--- src/rtl/bru_pred_pkg.sv ---
// Shared types for the branch resolve unit. The structs are sized by the default
// configuration (BR_* localparams), which the bru_pred parameters default to.
package branch_types;

    localparam int BR_XLEN     = 32;
    localparam int BR_ROB_BITS = 5;
    localparam int BR_NUM_BR   = 4;
    localparam int BR_TAG_W    = (BR_NUM_BR > 1) ? $clog2(BR_NUM_BR) : 1;
    localparam int BR_PD_W     = 7;

    typedef enum logic [1:0] {
        KIND_BRANCH = 2'd0,
        KIND_JAL    = 2'd1,
        KIND_JALR   = 2'd2
    } bru_kind_t;

    typedef enum logic [2:0] {
        F3_BEQ  = 3'd0,
        F3_BNE  = 3'd1,
        F3_BLT  = 3'd4,
        F3_BGE  = 3'd5,
        F3_BLTU = 3'd6,
        F3_BGEU = 3'd7
    } branch_f3_t;

    typedef struct packed {
        logic                   mispred;
        logic [BR_XLEN-1:0]     tgt;
        logic [BR_TAG_W-1:0]    tag;
        logic [BR_ROB_BITS-1:0] rob;
        logic [BR_NUM_BR-1:0]   mask;
    } bru_res_t;

    typedef struct packed {
        logic [BR_XLEN-1:0]     data;
        logic [BR_PD_W-1:0]     pd;
        logic [BR_ROB_BITS-1:0] rob;
        logic                   exc;
        logic [BR_NUM_BR-1:0]   mask;
    } bru_wb_t;

endpackage

--- src/rtl/bru_pred_if.sv ---
// Issue, kill/clear, resolve and writeback signals of the branch resolve unit.
interface bru_pred_if #(
    parameter int XLEN     = 32,
    parameter int ROB_BITS = 5,
    parameter int NUM_BR   = 4
);
    localparam int TAG_W = (NUM_BR > 1) ? $clog2(NUM_BR) : 1;

    logic                iss_valid;
    logic                iss_ready;
    logic [1:0]          iss_kind;
    logic [2:0]          iss_f3;
    logic [XLEN-1:0]     iss_a;
    logic [XLEN-1:0]     iss_b;
    logic [XLEN-1:0]     iss_imm;
    logic [XLEN-1:0]     iss_pc;
    logic                iss_pred_taken;
    logic [XLEN-1:0]     iss_pred_tgt;
    logic [ROB_BITS-1:0] iss_rob;
    logic [6:0]          iss_pd;
    logic [TAG_W-1:0]    iss_tag;
    logic [NUM_BR-1:0]   iss_mask;

    logic                kill_valid;
    logic [TAG_W-1:0]    kill_tag;
    logic                clr_valid;
    logic [TAG_W-1:0]    clr_tag;

    logic                res_valid;
    logic                res_mispred;
    logic [XLEN-1:0]     res_tgt;
    logic [TAG_W-1:0]    res_tag;
    logic [ROB_BITS-1:0] res_rob;
    logic [NUM_BR-1:0]   res_mask;

    logic                wb_valid;
    logic                wb_ready;
    logic [XLEN-1:0]     wb_data;
    logic [6:0]          wb_pd;
    logic [ROB_BITS-1:0] wb_rob;
    logic                wb_exc;

    modport master (
        output iss_valid, iss_kind, iss_f3, iss_a, iss_b, iss_imm, iss_pc,
               iss_pred_taken, iss_pred_tgt, iss_rob, iss_pd, iss_tag, iss_mask,
               kill_valid, kill_tag, clr_valid, clr_tag, wb_ready,
        input  iss_ready, res_valid, res_mispred, res_tgt, res_tag, res_rob, res_mask,
               wb_valid, wb_data, wb_pd, wb_rob, wb_exc
    );

    modport slave (
        input  iss_valid, iss_kind, iss_f3, iss_a, iss_b, iss_imm, iss_pc,
               iss_pred_taken, iss_pred_tgt, iss_rob, iss_pd, iss_tag, iss_mask,
               kill_valid, kill_tag, clr_valid, clr_tag, wb_ready,
        output iss_ready, res_valid, res_mispred, res_tgt, res_tag, res_rob, res_mask,
               wb_valid, wb_data, wb_pd, wb_rob, wb_exc
    );

endinterface

--- src/rtl/bru_pred_wb_fifo.sv ---
// Writeback FIFO for resolved branches; entries are dropped by branch kill and
// compacted toward the head so the remaining order is preserved.
module bru_wb_fifo
    import branch_types::*;
#(
    parameter int DEPTH = 2,
    parameter int TAG_W = BR_TAG_W
) (
    input  logic       clk,
    input  logic       rst,
    input  logic       push,
    input  bru_wb_t    push_ent,
    output logic       can_push,
    input  logic       pop,
    input  logic       kill_valid,
    input  logic [TAG_W-1:0] kill_tag,
    input  logic       clr_valid,
    input  logic [TAG_W-1:0] clr_tag,
    output logic       head_valid,
    output bru_wb_t    head
);
    localparam int IDX_W = (DEPTH > 1) ? $clog2(DEPTH) : 1;
    localparam int CNT_W = IDX_W + 1;

    bru_wb_t          ent_q [DEPTH];
    bru_wb_t          ent_d [DEPTH];
    logic [CNT_W-1:0] cnt_q;
    logic [CNT_W-1:0] cnt_d;
    logic [BR_NUM_BR-1:0] clr_bits;

    assign clr_bits   = clr_valid ? (BR_NUM_BR'(1) << clr_tag) : '0;
    assign head_valid = (cnt_q != '0);
    assign head       = ent_q[0];
    assign can_push   = (cnt_q != CNT_W'(DEPTH)) || pop;

    // Survivors are repacked from slot 0 upward; the push lands behind them.
    always_comb begin
        ent_d = ent_q;
        cnt_d = '0;
        for (int i = 0; i < DEPTH; i++) begin
            if ((CNT_W'(i) < cnt_q) && !(pop && (i == 0)) &&
                !(kill_valid && ent_q[i].mask[kill_tag])) begin
                ent_d[cnt_d[IDX_W-1:0]]      = ent_q[i];
                ent_d[cnt_d[IDX_W-1:0]].mask = ent_q[i].mask & ~clr_bits;
                cnt_d = cnt_d + CNT_W'(1);
            end
        end
        if (push) begin
            ent_d[cnt_d[IDX_W-1:0]]      = push_ent;
            ent_d[cnt_d[IDX_W-1:0]].mask = push_ent.mask & ~clr_bits;
            cnt_d = cnt_d + CNT_W'(1);
        end
    end

    always_ff @(posedge clk) begin
        if (rst) begin
            cnt_q <= '0;
        end else begin
            cnt_q <= cnt_d;
        end
    end

    always_ff @(posedge clk) begin
        ent_q <= ent_d;
    end

endmodule

--- src/rtl/bru_pred.sv ---
// Branch resolve unit: one execute register feeding a maskable writeback FIFO.
// Optional macro BRU_MISALIGN_EN flags taken targets with bit 1 set as exceptions.
module bru_pred
    import branch_types::*;
#(
    parameter int XLEN     = BR_XLEN,
    parameter int ROB_BITS = BR_ROB_BITS,
    parameter int NUM_BR   = BR_NUM_BR,
    parameter int WB_DEPTH = 2
) (
    input  logic      clk,
    input  logic      rst,
    bru_pred_if.slave bus
);
    localparam int TAG_W = (NUM_BR > 1) ? $clog2(NUM_BR) : 1;

    logic                e_valid_q, e_valid_d;
    logic [1:0]          e_kind_q, e_kind_d;
    logic [2:0]          e_f3_q, e_f3_d;
    logic [XLEN-1:0]     e_a_q, e_a_d;
    logic [XLEN-1:0]     e_b_q, e_b_d;
    logic [XLEN-1:0]     e_imm_q, e_imm_d;
    logic [XLEN-1:0]     e_pc_q, e_pc_d;
    logic                e_pt_q, e_pt_d;
    logic [XLEN-1:0]     e_ptgt_q, e_ptgt_d;
    logic [ROB_BITS-1:0] e_rob_q, e_rob_d;
    logic [6:0]          e_pd_q, e_pd_d;
    logic [TAG_W-1:0]    e_tag_q, e_tag_d;
    logic [NUM_BR-1:0]   e_mask_q, e_mask_d;

    logic              accept, iss_drop, e_kill, e_move;
    logic              fifo_can_push, fifo_pop, fifo_head_valid;
    logic [NUM_BR-1:0] clr_bits;
    logic              taken, mis_raw, misalign;
    logic [XLEN-1:0]   tgt_jump, seq_pc, act_tgt;
    logic signed [XLEN-1:0] a_s, b_s;
    bru_res_t          res;
    bru_wb_t           wb_push, wb_head;

    assign clr_bits = bus.clr_valid ? (NUM_BR'(1) << bus.clr_tag) : '0;
    assign e_kill   = bus.kill_valid && e_mask_q[bus.kill_tag];
    assign e_move   = e_valid_q && !e_kill && fifo_can_push;
    assign accept   = bus.iss_valid && bus.iss_ready;
    assign iss_drop = bus.kill_valid && bus.iss_mask[bus.kill_tag];
    assign fifo_pop = fifo_head_valid && bus.wb_ready;

    assign bus.iss_ready = !e_valid_q || e_move;

    always_comb begin
        e_valid_d = e_valid_q;
        if (accept) begin
            e_valid_d = !iss_drop;
        end else if (e_move || e_kill) begin
            e_valid_d = 1'b0;
        end
        e_kind_d = accept ? bus.iss_kind       : e_kind_q;
        e_f3_d   = accept ? bus.iss_f3         : e_f3_q;
        e_a_d    = accept ? bus.iss_a          : e_a_q;
        e_b_d    = accept ? bus.iss_b          : e_b_q;
        e_imm_d  = accept ? bus.iss_imm        : e_imm_q;
        e_pc_d   = accept ? bus.iss_pc         : e_pc_q;
        e_pt_d   = accept ? bus.iss_pred_taken : e_pt_q;
        e_ptgt_d = accept ? bus.iss_pred_tgt   : e_ptgt_q;
        e_rob_d  = accept ? bus.iss_rob        : e_rob_q;
        e_pd_d   = accept ? bus.iss_pd         : e_pd_q;
        e_tag_d  = accept ? bus.iss_tag        : e_tag_q;
        e_mask_d = (accept ? bus.iss_mask : e_mask_q) & ~clr_bits;
    end

    always_ff @(posedge clk) begin
        if (rst) begin
            e_valid_q <= 1'b0;
        end else begin
            e_valid_q <= e_valid_d;
        end
    end

    always_ff @(posedge clk) begin
        e_kind_q <= e_kind_d;
        e_f3_q   <= e_f3_d;
        e_a_q    <= e_a_d;
        e_b_q    <= e_b_d;
        e_imm_q  <= e_imm_d;
        e_pc_q   <= e_pc_d;
        e_pt_q   <= e_pt_d;
        e_ptgt_q <= e_ptgt_d;
        e_rob_q  <= e_rob_d;
        e_pd_q   <= e_pd_d;
        e_tag_q  <= e_tag_d;
        e_mask_q <= e_mask_d;
    end

    // Execute stage: condition, target and prediction check on the E register.
    assign a_s = e_a_q;
    assign b_s = e_b_q;

    always_comb begin
        taken = 1'b0;
        case (branch_f3_t'(e_f3_q))
            F3_BEQ:  taken = (e_a_q == e_b_q);
            F3_BNE:  taken = (e_a_q != e_b_q);
            F3_BLT:  taken = (a_s < b_s);
            F3_BGE:  taken = (a_s >= b_s);
            F3_BLTU: taken = (e_a_q < e_b_q);
            F3_BGEU: taken = (e_a_q >= e_b_q);
            default: taken = 1'b0;
        endcase
        if (bru_kind_t'(e_kind_q) != KIND_BRANCH) begin
            taken = 1'b1;
        end
    end

    assign tgt_jump = (bru_kind_t'(e_kind_q) == KIND_JALR) ?
                      ((e_a_q + e_imm_q) & ~XLEN'(1)) : (e_pc_q + e_imm_q);
    assign seq_pc   = e_pc_q + XLEN'(4);
    assign act_tgt  = taken ? tgt_jump : seq_pc;
    assign mis_raw  = (taken != e_pt_q) || (taken && (tgt_jump != e_ptgt_q));

    always_comb begin
        res      = '0;
        res.tag  = e_tag_q;
        res.rob  = e_rob_q;
        res.mask = e_mask_q;
`ifdef BRU_MISALIGN_EN
        // A misaligned taken target raises an exception at commit instead of redirecting.
        misalign    = taken && tgt_jump[1];
        res.mispred = misalign ? 1'b0 : mis_raw;
        res.tgt     = misalign ? (e_pt_q ? e_ptgt_q : seq_pc) : act_tgt;
`else
        misalign    = 1'b0;
        res.mispred = mis_raw;
        res.tgt     = act_tgt;
`endif
    end

    always_comb begin
        wb_push      = '0;
        wb_push.data = (bru_kind_t'(e_kind_q) == KIND_BRANCH) ? '0 : seq_pc;
        wb_push.pd   = e_pd_q;
        wb_push.rob  = e_rob_q;
        wb_push.exc  = misalign;
        wb_push.mask = e_mask_q;
    end

    assign bus.res_valid   = e_move;
    assign bus.res_mispred = res.mispred;
    assign bus.res_tgt     = res.tgt;
    assign bus.res_tag     = res.tag;
    assign bus.res_rob     = res.rob;
    assign bus.res_mask    = res.mask;

    bru_wb_fifo #(
        .DEPTH (WB_DEPTH),
        .TAG_W (TAG_W)
    ) u_wb_fifo (
        .clk        (clk),
        .rst        (rst),
        .push       (e_move),
        .push_ent   (wb_push),
        .can_push   (fifo_can_push),
        .pop        (fifo_pop),
        .kill_valid (bus.kill_valid),
        .kill_tag   (bus.kill_tag),
        .clr_valid  (bus.clr_valid),
        .clr_tag    (bus.clr_tag),
        .head_valid (fifo_head_valid),
        .head       (wb_head)
    );

    assign bus.wb_valid = fifo_head_valid;
    assign bus.wb_data  = wb_head.data;
    assign bus.wb_pd    = wb_head.pd;
    assign bus.wb_rob   = wb_head.rob;
    assign bus.wb_exc   = wb_head.exc;

endmodule

--- src/flat_wrapper.sv ---
// flat-port wrapper written by rule: the top's interface ports become plain ports
module bru_pred_flat import branch_types::*;
#(
    parameter int XLEN     = BR_XLEN,
    parameter int ROB_BITS = BR_ROB_BITS,
    parameter int NUM_BR   = BR_NUM_BR,
    parameter int WB_DEPTH = 2
)
  (clk, rst, bus_iss_valid, bus_iss_kind, bus_iss_f3, bus_iss_a, bus_iss_b, bus_iss_imm, bus_iss_pc, bus_iss_pred_taken, bus_iss_pred_tgt, bus_iss_rob, bus_iss_pd, bus_iss_tag, bus_iss_mask, bus_kill_valid, bus_kill_tag, bus_clr_valid, bus_clr_tag, bus_wb_ready, bus_iss_ready, bus_res_valid, bus_res_mispred, bus_res_tgt, bus_res_tag, bus_res_rob, bus_res_mask, bus_wb_valid, bus_wb_data, bus_wb_pd, bus_wb_rob, bus_wb_exc);
  bru_pred_if #(.XLEN(XLEN), .ROB_BITS(ROB_BITS), .NUM_BR(NUM_BR)) bus_i ();
  input  logic clk;
  input  logic rst;
  input wire logic [$bits(bus_i.iss_valid)-1:0] bus_iss_valid;
  input wire logic [$bits(bus_i.iss_kind)-1:0] bus_iss_kind;
  input wire logic [$bits(bus_i.iss_f3)-1:0] bus_iss_f3;
  input wire logic [$bits(bus_i.iss_a)-1:0] bus_iss_a;
  input wire logic [$bits(bus_i.iss_b)-1:0] bus_iss_b;
  input wire logic [$bits(bus_i.iss_imm)-1:0] bus_iss_imm;
  input wire logic [$bits(bus_i.iss_pc)-1:0] bus_iss_pc;
  input wire logic [$bits(bus_i.iss_pred_taken)-1:0] bus_iss_pred_taken;
  input wire logic [$bits(bus_i.iss_pred_tgt)-1:0] bus_iss_pred_tgt;
  input wire logic [$bits(bus_i.iss_rob)-1:0] bus_iss_rob;
  input wire logic [$bits(bus_i.iss_pd)-1:0] bus_iss_pd;
  input wire logic [$bits(bus_i.iss_tag)-1:0] bus_iss_tag;
  input wire logic [$bits(bus_i.iss_mask)-1:0] bus_iss_mask;
  input wire logic [$bits(bus_i.kill_valid)-1:0] bus_kill_valid;
  input wire logic [$bits(bus_i.kill_tag)-1:0] bus_kill_tag;
  input wire logic [$bits(bus_i.clr_valid)-1:0] bus_clr_valid;
  input wire logic [$bits(bus_i.clr_tag)-1:0] bus_clr_tag;
  input wire logic [$bits(bus_i.wb_ready)-1:0] bus_wb_ready;
  output wire logic [$bits(bus_i.iss_ready)-1:0] bus_iss_ready;
  output wire logic [$bits(bus_i.res_valid)-1:0] bus_res_valid;
  output wire logic [$bits(bus_i.res_mispred)-1:0] bus_res_mispred;
  output wire logic [$bits(bus_i.res_tgt)-1:0] bus_res_tgt;
  output wire logic [$bits(bus_i.res_tag)-1:0] bus_res_tag;
  output wire logic [$bits(bus_i.res_rob)-1:0] bus_res_rob;
  output wire logic [$bits(bus_i.res_mask)-1:0] bus_res_mask;
  output wire logic [$bits(bus_i.wb_valid)-1:0] bus_wb_valid;
  output wire logic [$bits(bus_i.wb_data)-1:0] bus_wb_data;
  output wire logic [$bits(bus_i.wb_pd)-1:0] bus_wb_pd;
  output wire logic [$bits(bus_i.wb_rob)-1:0] bus_wb_rob;
  output wire logic [$bits(bus_i.wb_exc)-1:0] bus_wb_exc;
  assign bus_i.iss_valid = bus_iss_valid;
  assign bus_i.iss_kind = bus_iss_kind;
  assign bus_i.iss_f3 = bus_iss_f3;
  assign bus_i.iss_a = bus_iss_a;
  assign bus_i.iss_b = bus_iss_b;
  assign bus_i.iss_imm = bus_iss_imm;
  assign bus_i.iss_pc = bus_iss_pc;
  assign bus_i.iss_pred_taken = bus_iss_pred_taken;
  assign bus_i.iss_pred_tgt = bus_iss_pred_tgt;
  assign bus_i.iss_rob = bus_iss_rob;
  assign bus_i.iss_pd = bus_iss_pd;
  assign bus_i.iss_tag = bus_iss_tag;
  assign bus_i.iss_mask = bus_iss_mask;
  assign bus_i.kill_valid = bus_kill_valid;
  assign bus_i.kill_tag = bus_kill_tag;
  assign bus_i.clr_valid = bus_clr_valid;
  assign bus_i.clr_tag = bus_clr_tag;
  assign bus_i.wb_ready = bus_wb_ready;
  assign bus_iss_ready = bus_i.iss_ready;
  assign bus_res_valid = bus_i.res_valid;
  assign bus_res_mispred = bus_i.res_mispred;
  assign bus_res_tgt = bus_i.res_tgt;
  assign bus_res_tag = bus_i.res_tag;
  assign bus_res_rob = bus_i.res_rob;
  assign bus_res_mask = bus_i.res_mask;
  assign bus_wb_valid = bus_i.wb_valid;
  assign bus_wb_data = bus_i.wb_data;
  assign bus_wb_pd = bus_i.wb_pd;
  assign bus_wb_rob = bus_i.wb_rob;
  assign bus_wb_exc = bus_i.wb_exc;
  bru_pred #(.XLEN(XLEN), .ROB_BITS(ROB_BITS), .NUM_BR(NUM_BR), .WB_DEPTH(WB_DEPTH)) u_core (.clk(clk), .rst(rst), .bus(bus_i));
endmodule
--- config.mk ---
export PLATFORM = sky130hd
export DESIGN_NAME = bru_pred_flat
export DESIGN_NICKNAME = d
export VERILOG_FILES = /design/src/rtl/bru_pred_pkg.sv /design/src/rtl/bru_pred_if.sv /design/src/rtl/bru_pred_wb_fifo.sv /design/src/rtl/bru_pred.sv /design/src/flat_wrapper.sv
export SDC_FILE = /design/constraint.sdc
export NUM_CORES = 1
export LEC_CHECK = 0
export ABC_AREA = 1
export BUFFER_PORTS_ARGS = -buffer_cell sky130_fd_sc_hd__buf_2
export CAP_MARGIN = 0
export CORE_ASPECT_RATIO = 0.9
export CORE_MARGIN = 2
export CORE_UTILIZATION = 60
export CTS_CLUSTER_SIZE = 8
export DETAILED_ROUTE_END_ITERATION = 7
export PLACE_DENSITY = 0.9
export SLEW_MARGIN = 40
export SYNTH_ARGS = -nofsm -noshare
export SYNTH_HDL_FRONTEND = slang
export SYNTH_SLANG_ARGS = --single-unit
--- constraint.sdc ---
create_clock -name clk -period 12.3 [get_ports clk]
set_clock_uncertainty 0.1 [all_clocks]
set_input_delay 0 -clock clk [delete_from_list [all_inputs] [get_ports clk]]
set_output_delay 0 -clock clk [all_outputs]
set_load 0.01 [all_outputs]
==> impl_metrics.py <==
metrics = {
    "synthesis": {
        "mappedNetlistArea_mm2": 0.01835,
        "synth-edff-count": 224,
        "synth.distinct_cells": 49,
        "ys_warn_count": 0,
        "ys_seq_elements": 284,
        "synthArstFlopShare": 0,
        "yosysSeqAreaShare": 0.4320,
        "synthCells": 2414,
        "synth_nets": 2707,
        "synth_ff_type": "edfxtp_1",
        "post_synth.cell_area_avg_um2": 7.602,
    },
    "route": {
        "vias": 18993,
        "drtAntennaViolNets": 0,
        "viasPerCell": 5.783,
        "avgRoutedWirePerCell_um": 20.55,
        "wl_um": 67470,
        "dr.pass1.iters": 8,
        "dr.first_iter.drc_count": 2369,
        "drc_errors": 0,
    },
    "cts": {
        "clk_latency_ns": 0.55,
        "clk_pin_slew_ns": 0.05,
        "htreeDepth": 2,
        "clkSinkCount": 284,
        "cts_tree": "built",
        "root_buffer": "clkbuf_16",
        "cts_made_buffers": 41,
        "cts_buffer_depth": 3,
    },
    "placed_design": {
        "place_congestion": 1.019,
        "dpl.hpwl_um": 45450,
        "dp.cells": 3021,
        "port_buffers": 285,
    },
    "critical_path": {
        "cp.arrival_ns": 4.18,
        "criticalPathCategory": "flip-flop to output port",
        "path_max_fanout": 5,
        "cp-end-kind": "output port",
        "cp-start-kind": "flip-flop",
        "required_ns": 12.20,
    },
    "power": {
        "ir_drop_mv": 0.1574,
        "p_leak_uw": 0.01152,
        "combPwrFrac": 0.269,
        "power.share.switching": 0.3319,
        "p_clk_frac": 0.342,
        "internal_power_uw": 2114,
        "p_per_area_mw_per_mm2": 137.6,
        "seq_power_share": 0.388,
        "switchingPower_uw": 1050,
    },
    "final_layout": {
        "drive_gt1_frac": 0.1483,
        "layout.cells.non_filler": 3284,
        "syn_to_final_growth_pct": 25.32,
        "final_nets": 3154,
        "final.fill_count": 2053,
    },
    "global_routing": {
        "grt_pass1_vias": 18389,
        "grt_first_pass_wirelength_um": 102300,
        "grt_overflow": 0,
        "antenna_found_initial": 2,
        "grt_max_degree": 104,
        "track_usage": 0.4184,
    },
    "sta": {
        "slew_headroom": 0.4237,
        "setup-violations-final": 0,
        "min_period_over_period": 0.3480,
        "rsz0062_at_grt": "false",
        "hold_viol": 0,
        "min_period_ns": 4.280,
        "slew_violations": 0,
        "finalSetupTns_ns": 0,
        "worst_slew_pin_slew_ns": 0.8566,
        "max_freq_ghz": 0.2336,
    },
    "flow_run": {
        "drv_cap": 0,
    },
    "floorplan": {
        "io_pins": 286,
        "die_area_mm2": 0.03200,
        "die_h_um": 169.9,
        "fp-row-count": 60,
        "design.core.area_mm2": 0.03003,
        "die_w_um": 188.3,
        "initial_core_util": 0.6111,
    },
    "run_status": {
        "outcome": "finished, final reports clean",
    },
    "hold_path": {
        "hp-class": "input port to flip-flop",
    },
}
-- registers in the layout, summed over array words and instances (netlist names) --
| register | count |
|---|---|
| u_core.u_wb_fifo.head | 49 |
| u_core.u_wb_fifo.ent_q | 48 |
| u_core.a_s | 32 |
| u_core.b_s | 32 |
| u_core.e_imm_q | 32 |
| u_core.e_pc_q | 32 |
| u_core.e_ptgt_q | 32 |
| u_core.e_pd_q | 7 |
| u_core.bus.res_rob | 5 |
| u_core.bus.res_mask | 4 |
| u_core.e_f3_q | 3 |
| u_core.bus.res_tag | 2 |
| u_core.e_kind_q | 2 |
| u_core.u_wb_fifo.cnt_q | 2 |
| u_core.e_pt_q | 1 |
| u_core.e_valid_q | 1 |
-- cells by family after synthesis --
logic type | after synthesis | synth area share
buffers and inverters | 478 | 0.1100
muxes | 5 | 0.002727
DFF | 284 | 0.4320
and+or+nand+nor | 1306 | 0.3081
xor gates and xnor gates | 26 | 0.01241
AOI/OAI and AO/OA | 216 | 0.06648
adders and majority gates | 99 | 0.06832
-- layer usage --
layer  routed length (µm)  vias up  track usage
li1                     -     8724            -
met1                25360     8510       0.5226
met2                29710     1435       0.6597
met3                 7216      324      0.08785
met4                 5179        0       0.2813
met5                    0        -            0
-- layout by cell type (no fill, tap or decap), types with 14 or more instances in the layout --
cell / n
dlygate4sd3_1: 200
xor2_1: 21
nand3_1: 214
nor3_1: 44
nand3b_1: 20
clkbuf_16: 43
nor2_1: 200
a21oi_1: 80
nand2_2: 16
buf_2: 285
ha_1: 96
nand4_1: 28
inv_1: 366
edfxtp_1: 224
dfxtp_1: 60
nand2_1: 726
a31oi_1: 22
clkbuf_1: 16
o21ai_0: 42
o21ai_1: 28
inv_2: 21
o22ai_1: 14
-- power groups by stage --
stage | clock [µW] | combinational [µW] | sequential [µW]
CTS | 1050 | 813 | 1220
floorplan | 0 | 556 | 1220
finish | 1080 | 852 | 1230
global placement | 0 | 734 | 1230
global route | 1110 | 927 | 1230
detailed placement | 0 | 755 | 1240
-- final timing paths --
kind                            cells past startpoint                         to  slack, ns                       from
worst max-delay path                               20            bus_res_mispred       8.02         u_core.e_imm_q[13]
worst min register to register                      2  u_core.u_wb_fifo.head[29]       0.38  u_core.u_wb_fifo.head[29]
worst min-delay path                                2              u_core.b_s[4]       0.07               bus_iss_b[4]
worst max register to register                     11  u_core.u_wb_fifo.head[35]       8.63   u_core.u_wb_fifo.head[3]
-- Yosys cell counts (all sizes together), types with 5 or more instances --
cell,count,share of area
a21oi,86,0.025
a31oi,22,0.0075
buf,69,0.026
clkbuf,19,0.0039
dfxtp,60,0.065
edfxtp,224,0.37
ha,97,0.066
inv,390,0.080
mux2i,5,0.0027
nand2,743,0.15
nand3,225,0.064
nand3b,20,0.0082
nand4,30,0.011
nor2,214,0.046
nor3,53,0.017
nor4,7,0.0024
o21ai,71,0.020
o21bai,7,0.0029
o22ai,15,0.0055
or2,7,0.0024
xnor2,5,0.0024
xor2,21,0.010
-- what timing repair did --
action / CTS / global route
buffers inserted: 0 / 0
hold buffers: 200 / 0
endpoints found under the hold margin: 194 / 0
resized for setup: 0 / 0
-- metrics by stage --
step / setup WS, ns / total power, µW / hold slack (ns) / utilization / instance area, µm²
detailed placement: 8.814 / 1991 / 0.07808 / 0.6598 / 19810
finish: 8.020 / 3164 / 0.06631 / 0.7658 / 23000
global placement: 8.826 / 1969 / 0.07616 / 0.6595 / 19800
CTS: 8.306 / 3089 / 0.05412 / 0.7656 / 22990
floorplan: 6.905 / 1772 / -0.03093 / - / 18350
global route: 7.934 / 3276 / 0.06669 / 0.7658 / 22990
-- critical path, stage by stage, from the launching register on --
cell      delay (ns)
edfxtp_1        0.47
ha_1            0.40
nand2_1         0.15
inv_2           0.05
nand2_1         0.12
inv_1           0.11
a21oi_1         0.25
nand2_1         0.24
nand2_1         0.12
nand3_1         0.27
nand3_1         0.19
nand2_1         0.09
nor2_1          0.12
nand2_1         0.17
nor2_1          0.13
nand2_1         0.07
nor2_1          0.09
nand3_1         0.25
nand2_1         0.18
inv_1           0.05
buf_2           0.14
-- layout make-up --
type / count / area [µm²] / share of cell area
clock inverter: 2 / 38.79 / 0.001687
tap: 403 / 504.2 / 0.02193
clock buffer: 59 / 1136 / 0.04940
antenna: 2 / 5.005 / 0.0002176
inverter: 390 / 1475 / 0.06415
sequential: 284 / 7928 / 0.3447
timing repair buffer: 492 / 3485 / 0.1515
multi-input combinational: 1652 / 8426 / 0.3664
(Power assumes the default switching activity.)
